### src/rtl/corr_stim_sequencer.sv
// Stimulus scheduler for masked-cell correlation runs: sweeps every ordered pair (i, j)
// of input vectors, holding i then j (under trig), and hands each finished trace to the capture side.
module corr_stim_sequencer #(
    parameter int N_IN     = 4,
    parameter int HOLD_CYC = 5,
    parameter int IDX_W    = 8
) (
    input  logic             clk,
    input  logic             rst,
    input  logic             start,
    input  logic             abort,
    input  logic             rec_ack,
    output logic [N_IN-1:0]  dut_in,
    output logic             trig,
    output logic             rec_valid,
    output logic [IDX_W-1:0] sim_idx,
    output logic             busy,
    output logic             done,
    output logic [2:0]       state_dbg
);

    localparam int HC_W = $clog2(HOLD_CYC + 1);
    localparam logic [HC_W-1:0] HOLD_LAST = HC_W'(HOLD_CYC - 1);
    localparam logic [N_IN-1:0] VEC_MAX   = '1;

    typedef enum logic [2:0] {
        IDLE     = 3'd0,
        PRE      = 3'd1,
        TRANS    = 3'd2,
        WAIT_ACK = 3'd3,
        DONE     = 3'd4
    } state_t;

    state_t          state, state_nx;
    logic [N_IN-1:0] i, i_nx;
    logic [N_IN-1:0] j, j_nx;
    logic [HC_W-1:0] hold_cnt, hold_nx;
    logic [N_IN-1:0] dut_in_nx;
    logic            trig_nx;
    logic            rec_valid_nx;
    logic            busy_nx;
    logic            done_nx;
    logic            in_sweep;

    assign sim_idx   = {i, j};
    assign state_dbg = state;
    assign in_sweep  = (state == PRE) || (state == TRANS) || (state == WAIT_ACK);

    // Handshake: rec_valid rises when a pair's trace is complete and stays high, with
    // sim_idx and dut_in frozen, until rec_ack is sampled high on a rising edge; that
    // edge is the transfer and the sweep moves to the next pair on the same edge.
    always_comb begin
        state_nx     = state;
        i_nx         = i;
        j_nx         = j;
        hold_nx      = hold_cnt;
        dut_in_nx    = dut_in;
        trig_nx      = trig;
        rec_valid_nx = rec_valid;
        busy_nx      = busy;
        done_nx      = done;

        case (state)
            IDLE, DONE: begin
                if (start) begin
                    state_nx     = PRE;
                    i_nx         = '0;
                    j_nx         = '0;
                    hold_nx      = '0;
                    dut_in_nx    = '0;
                    trig_nx      = 1'b0;
                    rec_valid_nx = 1'b0;
                    busy_nx      = 1'b1;
                    done_nx      = 1'b0;
                end
            end
            PRE: begin
                if (hold_cnt == HOLD_LAST) begin
                    state_nx  = TRANS;
                    dut_in_nx = j;
                    trig_nx   = 1'b1;
                    hold_nx   = '0;
                end else begin
                    hold_nx = hold_cnt + 1'b1;
                end
            end
            TRANS: begin
                if (hold_cnt == HOLD_LAST) begin
                    state_nx     = WAIT_ACK;
                    trig_nx      = 1'b0;
                    rec_valid_nx = 1'b1;
                    hold_nx      = '0;
                end else begin
                    hold_nx = hold_cnt + 1'b1;
                end
            end
            WAIT_ACK: begin
                if (rec_ack) begin
                    rec_valid_nx = 1'b0;
                    if (j != VEC_MAX) begin
                        j_nx      = j + 1'b1;
                        dut_in_nx = i;
                        state_nx  = PRE;
                    end else if (i != VEC_MAX) begin
                        j_nx      = '0;
                        i_nx      = i + 1'b1;
                        dut_in_nx = i + 1'b1;
                        state_nx  = PRE;
                    end else begin
                        // Last pair: i, j and dut_in stay on (max, max).
                        state_nx = DONE;
                        busy_nx  = 1'b0;
                        done_nx  = 1'b1;
                    end
                end
            end
            default: begin
                state_nx = IDLE;
            end
        endcase

        // Abort overrides any handshake or hold progress in the same cycle.
        if (abort && in_sweep) begin
            state_nx     = IDLE;
            hold_nx      = '0;
            dut_in_nx    = '0;
            trig_nx      = 1'b0;
            rec_valid_nx = 1'b0;
            busy_nx      = 1'b0;
            done_nx      = 1'b0;
        end
    end

    always_ff @(posedge clk) begin
        if (rst) begin
            state     <= IDLE;
            i         <= '0;
            j         <= '0;
            hold_cnt  <= '0;
            dut_in    <= '0;
            trig      <= 1'b0;
            rec_valid <= 1'b0;
            busy      <= 1'b0;
            done      <= 1'b0;
        end else begin
            state     <= state_nx;
            i         <= i_nx;
            j         <= j_nx;
            hold_cnt  <= hold_nx;
            dut_in    <= dut_in_nx;
            trig      <= trig_nx;
            rec_valid <= rec_valid_nx;
            busy      <= busy_nx;
            done      <= done_nx;
        end
    end

endmodule

### config.mk
export PLATFORM = sky130hd
export DESIGN_NAME = corr_stim_sequencer
export DESIGN_NICKNAME = d
export VERILOG_FILES = /design/src/rtl/corr_stim_sequencer.sv
export SDC_FILE = /design/constraint.sdc
export NUM_CORES = 1
export LEC_CHECK = 0
export CAP_MARGIN = 0
export CORE_AREA = 2 2 52 66
export CTS_CLUSTER_DIAMETER = 100
export DETAILED_ROUTE_END_ITERATION = 10
export DIE_AREA = 0 0 54 68
export PLACE_DENSITY = 0.67
export SKIP_LAST_GASP = 1
export SLEW_MARGIN = 20
export SYNTH_ARGS = -nofsm -noshare
export SYNTH_HDL_FRONTEND = slang
export SYNTH_SLANG_ARGS = --single-unit
### constraint.sdc
create_clock -name clk -period 2.3 [get_ports clk]
set_clock_uncertainty 0.1 [all_clocks]
set_input_delay 0.46 -clock clk [delete_from_list [all_inputs] [get_ports clk]]
set_output_delay 0.46 -clock clk [all_outputs]
set_load 0.02 [all_outputs]
==> results of run 1 <==
final cells by class:
cell class	count	area, um2
Multi-Input combinational cell	128	819.5
Timing Repair Buffer	29	275.3
Sequential cell	22	440.4
Fill cell	327	1470
Clock buffer	3	41.29
Tap cell	37	46.29
Inverter	4	15.01
synthesized netlist by cell type (all sizes together), types with 2 or more instances:
master	n
o21ai	11
inv	4
nand4	2
nand3b	2
and3	3
a31oi	5
mux2i	2
dfxtp	22
a21o	3
nor3	5
buf	7
or2	2
and2	2
nor2	16
a211oi	2
nand3	8
nand2	15
o21a	2
nand2b	3
or3	2
xnor2	4
a32o	3
a21oi	17
ha	4
worst max path at each step:
stage,slack [ns],start,endpoint,depth (start not counted)
2_1_floorplan,0.53,j[0],dut_in[1],6
3_3_place_gp,0.28,start,dut_in[3],5
3_5_place_dp,0.24,start,hold_cnt[1],5
4_1_cts,0.08,state_dbg[0],state_dbg[0],1
5_1_grt,0.02,state_dbg[0],state_dbg[0],1
6_report,0.09,state_dbg[0],state_dbg[0],1
logic make-up (layout without fill, tap and decap cells):
| logic type | count (synthesis) | after routing | share of synthesized area, % |
|---|---|---|---|
| and+or+nand+nor | 65 | 65 | 26.33 |
| AOI/OAI and AO/OA | 52 | 52 | 26.52 |
| DFF | 22 | 22 | 32.99 |
| buffers and inverters | 12 | 36 | 5.622 |
| xor gates and xnor gates | 5 | 5 | 3.280 |
| adders and majority gates | 4 | 4 | 3.749 |
| muxes | 2 | 2 | 1.500 |
layer usage:
| layer | vias to the layer above | share of wire (%) | wire (um) | track usage, % |
|---|---|---|---|---|
| li1 | 646 | - | - | - |
| met1 | 631 | 43 | 1446 | 25.13 |
| met2 | 45 | 53 | 1793 | 39.02 |
| met3 | 2 | 3.8 | 128 | 3.057 |
| met4 | 0 | 0.62 | 21 | 5.625 |
| met5 | - | 0 | 0 | 0 |
registers in the layout, summed over array words and instances, names as in the netlist:
register	cells
j	4
done	1
trig	1
busy	1
state_dbg	3
i	4
rec_valid	1
dut_in	4
hold_cnt	3
power breakdown:
group | switching (mW) | internal, mW | total [mW]
combinational | 0.0599 | 0.0536 | 0.113
sequential | 0.0127 | 0.389 | 0.401
clock | 0.127 | 0.117 | 0.244
total | 0.200 | 0.559 | 0.759
worst register-to-register path: cells and delay by family (launching register included):
kind,cells,cell delay [ns]
compound gates,3,0.73
simple gates,1,0.30
fa+ha+maj,1,0.27
flops,1,0.37
per-stage QoR:
stage                     setup slack, ns  power (mW)  hold slack [ns]  instance area [um2]  cells
final                             0.09054      0.7591           0.3706                 1638    223
after global routing              0.02056      0.7932           0.4054                 1638    223
after CTS                         0.08472      0.7659           0.3777                 1638    223
after detailed placement           0.2430      0.5229           0.3668                 1597    220
after global placement             0.2798      0.5200           0.3545                 1597    220
after floorplan                    0.5332      0.4883           0.3871                 1335    162
==> results.json, run 1 <==
{
  "status": "finished clean",
  "avgSynthCellArea_um2": 8.241,
  "grt_pass1_wl_um": 5906,
  "drv_slew": 0,
  "slew_headroom_pct": 63.35,
  "drc": 0,
  "antenna_left": 0,
  "crit_family": "buffers and inverters",
  "synth_cells": 162,
  "antenna_found_initial": 0,
  "cts_setup_buffers": 0,
  "rsz0062_at_grt": "false",
  "yosys_most_used_dff": "dfxtp_1",
  "io_buffers": 23,
  "final_core_util_pct": 52.70,
  "yosysTopAreaCell": "dfxtp_1",
  "vias": 1324,
  "synth_seq_cells": 22,
  "cp.buffers_inverters": 1,
  "ctsResizeCount": 0,
  "ys_async_sr_fraction_pct": 0,
  "cts-root-buf": "clkbuf_8",
  "dieArea_mm2": 0.003672,
  "clock_sinks": 22,
  "post-route-period-util_pct": 96.06,
  "clockBufferDepth": 2,
  "hpwlAfterDp_um": 2544,
  "tightest_slew_ns": 0.5490,
  "wl_um": 3389,
  "hp-class": "flop to flop",
  "path_clk_slew_ns": 0.08,
  "crit_required_ns": 1.74,
  "path_cells": "clkdlybuf4s50_1",
  "cts_buffers": 3,
  "synth_top_area_share_pct": 32.99,
  "syn_area_mm2": 0.001335,
  "hold_viol": 0,
  "synth-edff-count": 0,
  "ctsHoldBuffers": 0,
  "cts_tree": "yes",
  "rows": 23,
  "reg2reg_to": "dut_in[2]",
  "fin_setup_tns_ns": 0,
  "wl_per_cell_um": 15.20,
  "p_leak_nw": 0.5692,
  "ys_types": 49,
  "diodes": 0,
  "cpMaxStageDelayCell": "clkdlybuf4s50_1",
  "yosysSeqAreaShare_pct": 32.99,
  "r2r_start": "j[0]",
  "clock_latency_ns": 0.27,
  "initial_core_util_pct": 42.95,
  "drive_gt1_share_pct": 11.83,
  "syn2layout_area_growth_pct": 22.68,
  "mostFrequentLayoutCell": "clkdlybuf4s50_1",
  "yosysWarnings": 0,
  "holdPathStages": 2,
  "maxCapViolCount": 0,
  "via_per_inst": 5.937,
  "crit_fanout": 16,
  "ff2ff_path_depth": 5,
  "firstDrtPassIters": 4,
  "hold_end": "dut_in[0]",
  "first_iter_violations": 19,
  "setup_violations": 0,
  "grt_max_degree": 17,
  "p_per_area_mw_per_mm2": 463.5,
  "globalplace.congestion": 0.9064,
  "track_usage_pct": 21.23,
  "clock.fmax_mhz": 452.6,
  "path_class": "flop to output pin",
  "htreeDepth": 1,
  "min_period_ns": 2.209,
  "start_kind": "flop",
  "num_io_pins": 24,
  "fp.dieW_um": 54,
  "die_y_um": 68,
  "core_area_mm2": 0.003108,
  "syn_nets": 171,
  "r2r_slack_ns": 0.43,
  "nets": 197,
  "grt_pass1_vias": 1347,
  "ir_drop_mv": 0.3446,
  "min-delay-start": "dut_in[0]",
  "overflow": 0,
  "critPathArrivalTime_ns": 1.65,
  "cpPeakStageDelay_ns": 0.71,
  "worstSetupEndpointType": "output pin",
  "yosys-top-cells-area": "dfxtp_1, a21oi_1, nand2_1",
  "final_cell_mix": "clkdlybuf4s50_1, dfxtp_1, a21oi_1"
}
Power figures use the tool's default switching activity.
==> run 2, diff against run 1 <==
Settings changed: CAP_MARGIN 0 to not set, CORE_AREA 2 2 52 66 to 2 2 58 60, DIE_AREA 0 0 54 68 to 0 0 60 62.
==> run 2 against run 1 <==
Compared with the run above: design area increased by 1.4%; utilization shrank 0.47 points; sequential share of layout area is 0.36 points lower; fmax rose by 1.1%; worst hold slack improved by 0.0034 ns; sequential power fell by 1%; clock power rose by 28%; critical path depth did not move; flip-flop and latch count stayed put; non-clock buffer count unchanged; die area up 1.3%; critical path type unchanged.
==> results.json, run 2 (synthesized netlist as in run 1, its figures left out) <==
{
  "status": "finished clean",
  "drc": 0,
  "rows": 21,
  "hpwlAfterDp_um": 2495,
  "globalplace.congestion": 0.8579,
  "crit_fanout": 13,
  "htreeDepth": 1,
  "wl_um": 3326,
  "crit_family": "buffers and inverters",
  "reg.largest.list": "dut_in (4), i (4), j (4)",
  "worst_slack_ns": 0.1155,
  "first_iter_violations": 59,
  "clockBufferDepth": 2,
  "die_y_um": 62,
  "critPathArrivalTime_ns": 1.62,
  "setup_violations": 0,
  "mostFrequentLayoutCell": "clkdlybuf4s50_1",
  "maxCapViolCount": 0,
  "post-route-period-util_pct": 94.98,
  "track_usage_pct": 19.91,
  "antenna_found_initial": 0,
  "vias": 1283,
  "wl_per_cell_um": 14.27,
  "rsz0062_at_grt": "false",
  "num_io_pins": 24,
  "tightest_slew_ns": 0.4269,
  "min_period_ns": 2.185,
  "clock_sinks": 22,
  "path_cells": "clkdlybuf4s50_1",
  "p_per_area_mw_per_mm2": 499.2,
  "clock.fmax_mhz": 457.8,
  "cts_tree": "yes",
  "path_clk_slew_ns": 0.14,
  "via_per_inst": 5.506,
  "worstSetupEndpointType": "output pin",
  "antenna_left": 0,
  "hold_viol": 0,
  "firstDrtPassIters": 5,
  "final_core_util_pct": 52.22,
  "overflow": 0,
  "cts_buffers": 3,
  "ir_drop_mv": 0.2454,
  "cts-root-buf": "clkbuf_4",
  "ctsHoldBuffers": 0,
  "grt_max_degree": 14,
  "cp.buffers_inverters": 1,
  "cpPeakStageDelay_ns": 0.69,
  "ctsResizeCount": 0,
  "initial_core_util_pct": 41.99,
  "diodes": 0,
  "dp_slack_ns": 0.2242,
  "drive_gt1_share_pct": 12.30,
  "p_leak_nw": 0.5752,
  "drv_slew": 0,
  "final_cell_mix": "clkdlybuf4s50_1, dfxtp_1, a21oi_1",
  "hp-class": "flop to flop",
  "path_class": "flop to output pin",
  "crit_required_ns": 1.74,
  "power_uw": 828.9,
  "core_area_mm2": 0.003179,
  "grt_pass1_wl_um": 5575,
  "cpMaxStageDelayCell": "clkdlybuf4s50_1",
  "syn2layout_area_growth_pct": 24.37,
  "clock_latency_ns": 0.32,
  "fp.dieW_um": 60,
  "slew_headroom_pct": 71.50,
  "cts_setup_buffers": 0,
  "io_buffers": 23,
  "grt_pass1_vias": 1268,
  "fin_setup_tns_ns": 0,
  "dieArea_mm2": 0.003720,
  "nets": 197,
  "start_kind": "flop"
}
## run 2: layer usage
| layer | global-route usage [%] | vias to the layer above | share of wire [%] |
|---|---|---|---|
| li1 | - | 647 | - |
| met2 | 32.14 | 35 | 48 |
| met3 | 2.692 | 8 | 4.6 |
| met1 | 24.97 | 593 | 44 |
| met4 | 13.02 | 0 | 3.2 |
| met5 | 0 | - | 0 |
## run 2: cell type report
cell class,instances,area [um2]
fill,307,1519
multi-input combinational,128,819.5
sequential,22,440.4
timing repair buffer,29,275.3
tap,46,57.56
clock inverter,1,30.03
clock buffer,3,22.52
inverter,4,15.01
## run 2: power by group
group          switching (mW)  internal [mW]
combinational          0.0642         0.0558
sequential            0.00734          0.389
clock                   0.136          0.176
## run 2: final timing paths
| path | from | end | slack (ns) | cells after the start |
|---|---|---|---|---|
| worst max-delay path | state_dbg[2] | state_dbg[2] | 0.12 | 1 |
| worst max register to register | j[0] | dut_in[2] | 0.42 | 5 |
| worst min-delay path | dut_in[0] | dut_in[0] | 0.37 | 2 |
| worst min register to register | dut_in[0] | dut_in[0] | 0.37 | 2 |
## run 2: worst register-to-register path, delay by kind of cell, from the launching register on
kind | cells | cell delay [ns]
AO/OA/AOI/OAI | 3 | 0.72
flip-flops | 1 | 0.39
AND/OR/NAND/NOR | 1 | 0.31
adder cells (fa/ha/maj) | 1 | 0.27
## run 2: stage by stage
step / area, um2 / hold WS (ns) / std cells
after floorplan: 1335 / 0.3871 / 162
after global placement: 1608 / 0.3509 / 229
after detailed placement: 1608 / 0.3636 / 229
after CTS: 1660 / 0.3819 / 233
after global routing: 1660 / 0.4092 / 233
final: 1660 / 0.3740 / 233
==> run 3, diff against run 2 <==
Settings changed: CTS_CLUSTER_DIAMETER 100 to 150.
==> results of run 3 <==
Same layout as run 2: the final DEF is identical, and so are final timing and power.
